**config.mk**
```make
export PLATFORM = sky130hd
export DESIGN_NAME = mem_port_arbiter_flat
export DESIGN_NICKNAME = d
export VERILOG_FILES = /design/src/rtl/mem_port_arbiter_if.sv /design/src/rtl/mem_port_arbiter.sv /design/src/flat_wrapper.sv
export SDC_FILE = /design/constraint.sdc
export NUM_CORES = 1
export LEC_CHECK = 0
export CORE_AREA = 3 3 196 198
export CTS_BUF_LIST = sky130_fd_sc_hd__clkbuf_4 sky130_fd_sc_hd__clkbuf_8
export DETAILED_ROUTE_END_ITERATION = 10
export DIE_AREA = 0 0 199 201
export DONT_BUFFER_PORTS = 1
export HOLD_SLACK_MARGIN = 0.08
export SYNTH_ARGS = -nofsm -noshare
export SYNTH_HDL_FRONTEND = slang
export SYNTH_SLANG_ARGS = --single-unit
```
**constraint.sdc**
```tcl
create_clock -name clk_i -period 2.3 [get_ports clk_i]
set_clock_uncertainty 0.2 [all_clocks]
set_input_delay 0.23 -clock clk_i [delete_from_list [all_inputs] [get_ports clk_i]]
set_output_delay 0.23 -clock clk_i [all_outputs]
set_load 0.01 [all_outputs]
```
**src/rtl/mem_port_arbiter_if.sv**
```systemverilog
// Bus bundle between the CPU instruction/data masters, the memory port
// and mem_port_arbiter. The slave modport is the arbiter's view; the master
// modport is the view of the surrounding environment (CPU core + memory).
interface mem_port_arbiter_if;
    // Instruction-fetch master
    logic [63:0] iadr_i;
    logic [1:0]  isiz_i;
    logic        iack_o;
    logic [31:0] idat_o;
    // Data master
    logic [63:0] dadr_i;
    logic [63:0] ddat_i;
    logic        dwe_i;
    logic        dcyc_i;
    logic        dstb_i;
    logic [1:0]  dsiz_i;
    logic        dsigned_i;
    logic        dack_o;
    logic [63:0] ddat_o;
    // Shared memory port
    logic [63:0] m_adr_o;
    logic [63:0] m_dat_o;
    logic        m_we_o;
    logic        m_cyc_o;
    logic        m_stb_o;
    logic        m_signed_o;
    logic [1:0]  m_siz_o;
    logic [63:0] m_dat_i;
    logic        m_ack_i;

    modport slave (
        input  iadr_i, isiz_i,
        output iack_o, idat_o,
        input  dadr_i, ddat_i, dwe_i, dcyc_i, dstb_i, dsiz_i, dsigned_i,
        output dack_o, ddat_o,
        output m_adr_o, m_dat_o, m_we_o, m_cyc_o, m_stb_o, m_signed_o, m_siz_o,
        input  m_dat_i, m_ack_i
    );

    modport master (
        output iadr_i, isiz_i,
        input  iack_o, idat_o,
        output dadr_i, ddat_i, dwe_i, dcyc_i, dstb_i, dsiz_i, dsigned_i,
        input  dack_o, ddat_o,
        input  m_adr_o, m_dat_o, m_we_o, m_cyc_o, m_stb_o, m_signed_o, m_siz_o,
        output m_dat_i, m_ack_i
    );
endinterface

```
**src/rtl/mem_port_arbiter.sv**
```systemverilog
// Two-master arbiter sharing one 64-bit memory port between the CPU
// instruction-fetch master (I) and data master (D).
// Build option: define MEM_ARB_ROUND_ROBIN_EN for round-robin resolution of
// simultaneous requests; otherwise D has fixed priority.
// The memory port is steered combinationally from the registered grant so a
// zero-wait slave completes in the first grant cycle; a master dropping its
// request abandons the cycle immediately.
module mem_port_arbiter (
    input logic                 clk_i,
    input logic                 reset_i,
    mem_port_arbiter_if.slave   bus
);

    typedef enum logic [1:0] {
        IDLE  = 2'b00,
        GNT_I = 2'b01,
        GNT_D = 2'b10
    } state_t;

    state_t state_r;
    state_t state_next_s;
    logic   last_d_r;       // 1'b1: D served most recently, 1'b0: I
    logic   last_d_next_s;
    logic   ireq_s;
    logic   dreq_s;

    assign ireq_s = |bus.isiz_i;
    assign dreq_s = bus.dcyc_i & bus.dstb_i;

    // Read data is passed straight through; masters qualify it with their ack.
    assign bus.idat_o = bus.m_dat_i[31:0];
    assign bus.ddat_o = bus.m_dat_i;

    // Grant state and last-served register.
    always_ff @(posedge clk_i or posedge reset_i) begin
        if (reset_i) begin
            state_r  <= IDLE;
            last_d_r <= 1'b0;
        end else begin
            state_r  <= state_next_s;
            last_d_r <= last_d_next_s;
        end
    end

    // Next grant: arbitrate in IDLE, leave a grant on ack or request drop.
    always_comb begin
        state_next_s  = state_r;
        last_d_next_s = last_d_r;
        case (state_r)
            IDLE: begin
                if (ireq_s && dreq_s) begin
`ifdef MEM_ARB_ROUND_ROBIN_EN
                    if (last_d_r) begin
                        state_next_s = GNT_I;
                    end else begin
                        state_next_s = GNT_D;
                    end
`else
                    state_next_s = GNT_D;
`endif
                end else if (ireq_s) begin
                    state_next_s = GNT_I;
                end else if (dreq_s) begin
                    state_next_s = GNT_D;
                end else begin
                    state_next_s = IDLE;
                end
            end
            GNT_I: begin
                if (!ireq_s) begin
                    state_next_s = IDLE;        // abandoned, last unchanged
                end else if (bus.m_ack_i) begin
                    state_next_s  = IDLE;
                    last_d_next_s = 1'b0;
                end else begin
                    state_next_s = GNT_I;
                end
            end
            GNT_D: begin
                if (!dreq_s) begin
                    state_next_s = IDLE;        // abandoned, last unchanged
                end else if (bus.m_ack_i) begin
                    state_next_s  = IDLE;
                    last_d_next_s = 1'b1;
                end else begin
                    state_next_s = GNT_D;
                end
            end
            default: begin
                state_next_s = IDLE;
            end
        endcase
    end

    // Steer the granted master onto the memory port and route its ack back.
    always_comb begin
        bus.m_adr_o    = 64'h0;
        bus.m_dat_o    = 64'h0;
        bus.m_we_o     = 1'b0;
        bus.m_cyc_o    = 1'b0;
        bus.m_stb_o    = 1'b0;
        bus.m_signed_o = 1'b0;
        bus.m_siz_o    = 2'b00;
        bus.iack_o     = 1'b0;
        bus.dack_o     = 1'b0;
        case (state_r)
            GNT_I: begin
                if (ireq_s) begin
                    bus.m_cyc_o = 1'b1;
                    bus.m_stb_o = 1'b1;
                    bus.m_adr_o = bus.iadr_i;
                    bus.m_siz_o = bus.isiz_i;
                    bus.iack_o  = bus.m_ack_i;
                end else begin
                    bus.m_cyc_o = 1'b0;
                end
            end
            GNT_D: begin
                if (dreq_s) begin
                    bus.m_cyc_o    = 1'b1;
                    bus.m_stb_o    = 1'b1;
                    bus.m_adr_o    = bus.dadr_i;
                    bus.m_dat_o    = bus.ddat_i;
                    bus.m_we_o     = bus.dwe_i;
                    bus.m_siz_o    = bus.dsiz_i;
                    bus.m_signed_o = bus.dsigned_i;
                    bus.dack_o     = bus.m_ack_i;
                end else begin
                    bus.m_cyc_o = 1'b0;
                end
            end
            default: begin
                bus.m_cyc_o = 1'b0;
            end
        endcase
    end

endmodule

```
**src/flat_wrapper.sv**
```systemverilog
// flat-port wrapper written by rule: the top's interface ports become plain ports
module mem_port_arbiter_flat 
  (clk_i, reset_i, bus_iadr_i, bus_isiz_i, bus_iack_o, bus_idat_o, bus_dadr_i, bus_ddat_i, bus_dwe_i, bus_dcyc_i, bus_dstb_i, bus_dsiz_i, bus_dsigned_i, bus_dack_o, bus_ddat_o, bus_m_adr_o, bus_m_dat_o, bus_m_we_o, bus_m_cyc_o, bus_m_stb_o, bus_m_signed_o, bus_m_siz_o, bus_m_dat_i, bus_m_ack_i);
  mem_port_arbiter_if bus_i ();
  input logic clk_i;
  input logic reset_i;
  input wire logic [$bits(bus_i.iadr_i)-1:0] bus_iadr_i;
  input wire logic [$bits(bus_i.isiz_i)-1:0] bus_isiz_i;
  output wire logic [$bits(bus_i.iack_o)-1:0] bus_iack_o;
  output wire logic [$bits(bus_i.idat_o)-1:0] bus_idat_o;
  input wire logic [$bits(bus_i.dadr_i)-1:0] bus_dadr_i;
  input wire logic [$bits(bus_i.ddat_i)-1:0] bus_ddat_i;
  input wire logic [$bits(bus_i.dwe_i)-1:0] bus_dwe_i;
  input wire logic [$bits(bus_i.dcyc_i)-1:0] bus_dcyc_i;
  input wire logic [$bits(bus_i.dstb_i)-1:0] bus_dstb_i;
  input wire logic [$bits(bus_i.dsiz_i)-1:0] bus_dsiz_i;
  input wire logic [$bits(bus_i.dsigned_i)-1:0] bus_dsigned_i;
  output wire logic [$bits(bus_i.dack_o)-1:0] bus_dack_o;
  output wire logic [$bits(bus_i.ddat_o)-1:0] bus_ddat_o;
  output wire logic [$bits(bus_i.m_adr_o)-1:0] bus_m_adr_o;
  output wire logic [$bits(bus_i.m_dat_o)-1:0] bus_m_dat_o;
  output wire logic [$bits(bus_i.m_we_o)-1:0] bus_m_we_o;
  output wire logic [$bits(bus_i.m_cyc_o)-1:0] bus_m_cyc_o;
  output wire logic [$bits(bus_i.m_stb_o)-1:0] bus_m_stb_o;
  output wire logic [$bits(bus_i.m_signed_o)-1:0] bus_m_signed_o;
  output wire logic [$bits(bus_i.m_siz_o)-1:0] bus_m_siz_o;
  input wire logic [$bits(bus_i.m_dat_i)-1:0] bus_m_dat_i;
  input wire logic [$bits(bus_i.m_ack_i)-1:0] bus_m_ack_i;
  assign bus_i.iadr_i = bus_iadr_i;
  assign bus_i.isiz_i = bus_isiz_i;
  assign bus_iack_o = bus_i.iack_o;
  assign bus_idat_o = bus_i.idat_o;
  assign bus_i.dadr_i = bus_dadr_i;
  assign bus_i.ddat_i = bus_ddat_i;
  assign bus_i.dwe_i = bus_dwe_i;
  assign bus_i.dcyc_i = bus_dcyc_i;
  assign bus_i.dstb_i = bus_dstb_i;
  assign bus_i.dsiz_i = bus_dsiz_i;
  assign bus_i.dsigned_i = bus_dsigned_i;
  assign bus_dack_o = bus_i.dack_o;
  assign bus_ddat_o = bus_i.ddat_o;
  assign bus_m_adr_o = bus_i.m_adr_o;
  assign bus_m_dat_o = bus_i.m_dat_o;
  assign bus_m_we_o = bus_i.m_we_o;
  assign bus_m_cyc_o = bus_i.m_cyc_o;
  assign bus_m_stb_o = bus_i.m_stb_o;
  assign bus_m_signed_o = bus_i.m_signed_o;
  assign bus_m_siz_o = bus_i.m_siz_o;
  assign bus_i.m_dat_i = bus_m_dat_i;
  assign bus_i.m_ack_i = bus_m_ack_i;
  mem_port_arbiter u_core (.clk_i(clk_i), .reset_i(reset_i), .bus(bus_i));
endmodule
```
Word-level counts from Yosys, hierarchy flattened
Index checks and enable logic that the tools add are counted.
{"block": "classes", "n_eq_ne": 2, "mux": 27, "bitwise_logic": 1, "n_reduce_logical": 3}
{"cell": "64-bit 2-to-1 mux", "n": 4}
{"cell": "64-bit case mux with 2 select lines", "n": 1}
{"cell": "2-bit 2-to-1 mux", "n": 8}
{"cell": "1-bit 2-to-1 mux", "n": 11}
{"cell": "2-bit case mux with 3 select lines", "n": 1}
{"cell": "2-bit case mux with 2 select lines", "n": 1}
{"cell": "2-bit by 1-bit == test with 1-bit output, second input constant", "n": 1}
{"cell": "2-bit == test, second input constant", "n": 1}
{"cell": "2-bit logical NOT", "n": 1}
{"cell": "1-bit case mux with 2 select lines", "n": 1}
{"cell": "2-bit OR reduction", "n": 1}
{"cell": "1-bit bitwise AND", "n": 1}
{"cell": "1-bit logical AND", "n": 1}
{"block": "totals", "reg_bits": 2, "in_bits": 267, "output_inout_bits": 232}

Depth between registers and ports, before layout
Gate-level depths: netlist of the first run.
{"block": "depth", "word_depth": 5, "depth_mapped": 6}

Worst setup path after synthesis of the first run
No wires, ideal clock.
{"block": "synth_path", "path_kind": "register -> output", "startpoint": "register u_core.state_r[0]", "endpoint": "output bus_m_adr_o[43]", "t_arrival_ps": 1531, "t_required_ps": 1870, "path_slack_ps": 339, "path_stages_with_launch": 7, "n_path_buf": 2, "cell_sequence": "dfrtp_1 > inv_1 > ha_1 > and4_1 > buf_6 > buf_12 > a22o_2"}
{"block": "synth_via", "elab_chain_cells": 2}
{"element": "start, declared", "line_no": "mem_port_arbiter.sv:20", "source": "state_t state_r;"}
{"element": "start signal, assigned", "line_no": "mem_port_arbiter.sv:40", "source": "state_r <= state_next_s;"}
{"element": "2-bit == test or 2-bit by 1-bit == test with 1-bit output (tied branches)", "line_no": "mem_port_arbiter.sv:106", "source": "case (state_r)"}
{"element": "64-bit case mux with 2 select lines *", "line_no": "mem_port_arbiter.sv:106"}
{"element": "end, declared", "line_no": "flat_wrapper.sv:20", "source": "output wire logic [$bits(bus_i.m_adr_o)-1:0] bus_m_adr_o;"}
Mark *: on every way between the ends. The rest lies on a longest branch, timed or not.

Worst setup path after layout of the first run
{"block": "layout_path", "startpoint": "register u_core.state_r[0]", "endpoint": "output bus_m_adr_o[7]"}
Same word-level chain as after synthesis.

==> run summary, run 1 <==
Synth Area in Compound Gates -> 30.9%
DRC errors left -> 0
Final Critical Period -> 2.25 ns
r2r endpoint -> u_core.state_r[0]
DR pass1 iterations -> 4
Tightest Pin Transition -> 0.487 ns
simple-gate share of the synthesized area -> 21.8%
total power -> 0.000687 W
Reg2Reg Launch Point -> u_core.state_r[1]
average wire per standard cell -> 19.5 µm
most frequent cells in the layout -> 67 x and2_1, 58 x a22o_2, 6 x dlygate4sd3_1
CTS H-tree lvls -> 1
Slew headroom -> 67.2%
Iter 0 DRT Violations -> 74
Mapped Avg Cell Area -> 7.92 µm²
Final Hold Fails -> 0
total gr overflow -> 0
Post-Syn Area -> 0.00223 mm²
Setup TNS -> 0 ns
crit path max fanout -> 52
Post-Synthesis Cells -> 282
routability cong. -> 0.762
Achievable Freq -> 444 MHz
Synth Register Bits -> 2
Largest register FFs -> 2
sequential share of the synthesized area -> 2.24%
max-slew violations -> 0
most common cell after layout, fill and taps aside -> and2_1
Synth Area in Adders -> 2.80%
hold crit path type -> in -> async
share of layout cells above drive strength 1 -> 40.2%
Die Y -> 201 µm
crit path kind -> reg -> out
vias post-DR -> 1,850
Leak -> 0.665 nW
global router's overall resource usage -> 5.69%
Layout area overhead -> -5.38%
antenna violations before repair -> 17
fin worst setup slack -> 0.0474 ns
Worst Path Arrival -> 1.82 ns
CTS tree -> built
peak supply drop -> 0.000104 V
mux contribution to synthesized area -> 0%
Mapped Nets -> 554
Post-Route WL -> 12,900 µm
clk_lat worst skew -> 0.22 ns
io pins -> 499
clock buffer depth -> 2
largest family of logic cells by synthesized area -> buffers and inverters
Root Driver -> clkbuf_8
Post-Synth XOR/XNOR Area -> 0%
CP Data Required Time -> 1.87 ns
PwrDens -> 325 mW/mm²
Die Wd -> 199 µm
Largest regs -> u_core.state_r x2
vias in the first global route -> 1,822
RSZ-0062 raised after global routing -> true
placed wire-length estimate -> 11,300 µm
Buffers on Ports -> 0
crit start category -> flop
CORE AREA -> 0.0367 mm²
Synth area leader -> buf_4
# clock sinks -> 2
post-synth cell types -> 24
MaxCap Viol Count -> 0
CP Capture Type -> output port
status -> completed
Setup-failing EPs final -> 0
FF-to-FF path depth -> 5
Vias/cell -> 2.81
largest net degree at the start of global routing -> 68
# fillers -> 4,261
die area -> 0.0400 mm²
Initial Utilization -> 6.09%
setup slack, reg-to-reg -> 0.34 ns
Top reg by flops -> u_core.state_r
Worst-path clk slew -> 0.03 ns
final worst path period share -> 97.9%
Synth top area share -> 32.9%
largest cells by area after synthesis -> buf_4 33%, a22o_2 26%, and2_1 19%
first-pass GRT wire length -> 14,900 µm
Post-Place Worst Slack -> 0.285 ns
Final ANT Viol Nets -> 0
Site Rows -> 70
Syn. warnings -> 0
setup bufs post-CTS -> 0
nets -> 453
Num CTS Buffers -> 3
[power breakdown]
part           leakage (nW)  switching [W]  internal (W)
logic                 0.618       0.000300      0.000194
registers            0.0258     0.00000813     0.0000423
clock network        0.0216      0.0000318      0.000111
[Yosys cell counts]
cell and n:
a211oi_1 2, a21bo_2 1, a21boi_0 1, a22o_1 5, a22o_2 58, and2_1 67
and3_1 1, and4_1 1, buf_12 6, buf_2 7, buf_4 98, buf_6 1
clkbuf_1 3, clkbuf_2 3, dfrtp_1 2, ha_1 5, inv_1 4, nand2_1 5
nand2b_1 2, nand3_1 3, nor2_1 2, o211a_1 1, o21ai_0 3, o2bb2ai_1 1
[repair_timing]
action / in CTS / in global routing
gates resized for setup: 0 / 1
hold endpoints to repair: 4 / 0
hold buffers: 6 / 0
endpoints found under the setup margin: 0 / 9
[worst max path at each step]
stage,to,slack (ns),from,cells past startpoint
after floorplan,bus_m_adr_o[43],0.34,u_core.state_r[0],6
after global placement,bus_m_adr_o[5],0.35,u_core.state_r[0],5
after detailed placement,bus_m_adr_o[5],0.28,u_core.state_r[0],5
after CTS,bus_m_adr_o[5],0.05,u_core.state_r[0],5
after global routing,bus_m_adr_o[5],-0.05,u_core.state_r[1],5
final,bus_m_adr_o[7],0.05,u_core.state_r[0],5
[worst max-delay path, cell delays in order, from the launching register on]
cell and delay (ns):
dfrtp_1 0.40, inv_1 0.09, ha_1 0.33, and4_2 0.22, buf_12 0.17, a22o_2 0.34
[cell type report]
| cell class | count | area (µm²) | area share (%) |
|---|---|---|---|
| Inverter | 4 | 15.0 | 0.710 |
| Multi-Input combinational cell | 158 | 1250 | 59.1 |
| Sequential cell | 2 | 50.0 | 2.37 |
| Tap cell | 468 | 586 | 27.7 |
| Antenna cell | 12 | 30.0 | 1.42 |
| Timing Repair Buffer | 12 | 143 | 6.75 |
| Clock buffer | 3 | 41.3 | 1.95 |
[cell families after synthesis]
logic type | Yosys count
adders and majority gates | 5
buffers and inverters | 122
AOI/OAI and AO/OA | 72
and+or+nand+nor | 81
DFF | 2
[per-layer routing]
layer | wire (µm) | global-route usage (%)
met5 | 41 | 0
met2 | 6920 | 11.2
met1 | 3110 | 3.58
met4 | 744 | 3.99
met3 | 2070 | 3.54
[metrics by stage]
stage	area, µm²	hold slack (ns)	cells	util (%)
global placement	1980	-0.214	638	5.39
finish	2110	0.181	659	5.76
global route	2110	0.191	656	5.74
floorplan	2230	-0.229	282	-
detailed placement	1980	-0.207	638	5.39
CTS	2080	0.197	647	5.66
Note: power is estimated with default switching activity, not from simulation.
==> run 2: changes to the inputs <==
BUFFER_PORTS_ARGS = -buffer_cell sky130_fd_sc_hd__clkbuf_2   (was unset)
CORE_AREA = 3 3 195 197   (was 3 3 196 198)
DIE_AREA = 0 0 198 200   (was 0 0 199 201)
DONT_BUFFER_PORTS = unset   (was 1)
==> run summary, run 2 (synthesized netlist as in run 1, its figures left out) <==
status -> completed
Largest register FFs -> 2
CP Capture Type -> output port
Final Hold Fails -> 0
Worst-path clk slew -> 0.03 ns
most frequent cells in the layout -> 336 x clkbuf_2, 67 x and2_1, 58 x a22o_2
average wire per standard cell -> 13.3 µm
hold crit path type -> in -> reg
DR pass1 iterations -> 4
DRC errors left -> 0
worst setup path startpoint -> u_core.state_r[0]
Buffers on Ports -> 338
Initial Utilization -> 6.13%
Placed Cells -> 976
Root Driver -> clkbuf_8
max-slew violations -> 0
global router's overall resource usage -> 5.14%
CTS tree -> built
Reg2Reg Launch Point -> u_core.state_r[1]
share of layout cells above drive strength 1 -> 81.0%
post-route core utilization -> 10.8%
PwrDens -> 258 mW/mm²
Finished Layout Cells -> 992
Vias/cell -> 3.02
Final ANT Viol Nets -> 0
Post-Route WL -> 13,200 µm
MaxCap Viol Count -> 0
Top reg by flops -> u_core.state_r
# clock sinks -> 2
io pins -> 499
die area -> 0.0396 mm²
CP Data Required Time -> 1.87 ns
end of the critical path -> bus_m_adr_o[38]
CORE AREA -> 0.0364 mm²
routability cong. -> 0.784
Num CTS Buffers -> 3
Largest regs -> u_core.state_r x2
final worst path period share -> 98.7%
nets -> 796
first-pass GRT wire length -> 14,800 µm
r2r endpoint -> u_core.state_r[0]
peak supply drop -> 0.000113 V
Achievable Freq -> 441 MHz
total gr overflow -> 0
crit path kind -> reg -> out
vias in the first global route -> 2,660
clock buffer depth -> 2
CTS H-tree lvls -> 1
Worst Path Arrival -> 1.84 ns
crit start category -> flop
Die Wd -> 198 µm
Tightest Pin Transition -> 0.343 ns
FF-to-FF path depth -> 5
vias post-DR -> 2,992
Setup-failing EPs final -> 0
Die Y -> 200 µm
Site Rows -> 70
largest net degree at the start of global routing -> 68
Iter 0 DRT Violations -> 87
clk_lat worst skew -> 0.21 ns
most common cell after layout, fill and taps aside -> clkbuf_2
hold slack -> 0.0993 ns
Leak -> 2.20 nW
Slew headroom -> 76.9%
antenna violations before repair -> 4
setup slack, reg-to-reg -> 0.89 ns
crit path max fanout -> 7
placed wire-length estimate -> 10,600 µm
Layout area overhead -> 76.2%
Final Critical Period -> 2.27 ns
[run 2: cell count changes in the layout (fill, tap and decap cells not counted), sizes merged]
| cell | delta |
|---|---|
| diode | -10 |
| buf | +8 |
| clkbuf | +340 |
| dlygate4sd3 | -5 |
[run 2: how the worst min path moves through the flow]
stage	startpoint	endpoint	slack, ns	cells past startpoint
3_5_place_dp	reset_i	u_core.state_r[1]	-0.12	2
3_3_place_gp	reset_i	u_core.state_r[1]	-0.13	2
5_1_grt	bus_dstb_i	u_core.state_r[1]	0.14	3
4_1_cts	bus_dstb_i	u_core.state_r[1]	0.09	3
6_report	bus_dstb_i	u_core.state_r[1]	0.1	3
2_1_floorplan	reset_i	u_core.state_r[0]	-0.23	1
[run 2: power by group]
part	total [W]	switching, W	internal [W]
Clock	0.000138	0.0000277	0.000111
Sequential	0.0000510	0.00000862	0.0000423
Combinational	0.000828	0.000389	0.000439
[run 2: worst max-delay path: stages, from the launching register on]
cell and delay (ns):
dfrtp_1 0.40, inv_2 0.08, ha_4 0.25, and4_4 0.16, buf_12 0.15, clkbuf_16 0.17
a22o_2 0.27, buf_2 0.14
[run 2: what timing repair did]
| action | 4_1_cts | 5_1_grt |
|---|---|---|
| cloned | 1 | 6 |
| endpoints found under the hold margin | 2 | 0 |
| hold buffers | 1 | 0 |
| resized for setup | 2 | 8 |
| endpoints found under the setup margin | 2 | 64 |
| setup buffers | 0 | 3 |
[run 2: layer usage]
metal	vias to the layer above	wire (µm)	GRT usage, %
met3	45	1480	1.88
met2	302	6720	10.0
met5	-	0	0
li1	1357	-	-
met1	1288	4390	4.60
met4	0	625	2.75
[run 2: layout make-up]
| cell class | count | area, µm² |
|---|---|---|
| clock buffer | 3 | 41.3 |
| tap | 468 | 586 |
| antenna | 2 | 5.00 |
| inverter | 4 | 15.0 |
| multi-input combinational | 158 | 1270 |
| fill | 4221 | 32500 |
| sequential | 2 | 50.0 |
| timing repair buffer | 355 | 1970 |
[run 2: through the flow]
stage	worst slack, ns	instance area, µm²	setup TNS, ns	total power (W)
after global routing	-0.0420	3940	-0.203	0.00111
after CTS	0.00190	3750	0	0.000956
after floorplan	0.339	2230	0	0.000607
after global placement	0.278	3670	0	0.000791
final	0.0310	3940	0	0.00102
after detailed placement	0.225	3670	0	0.000802
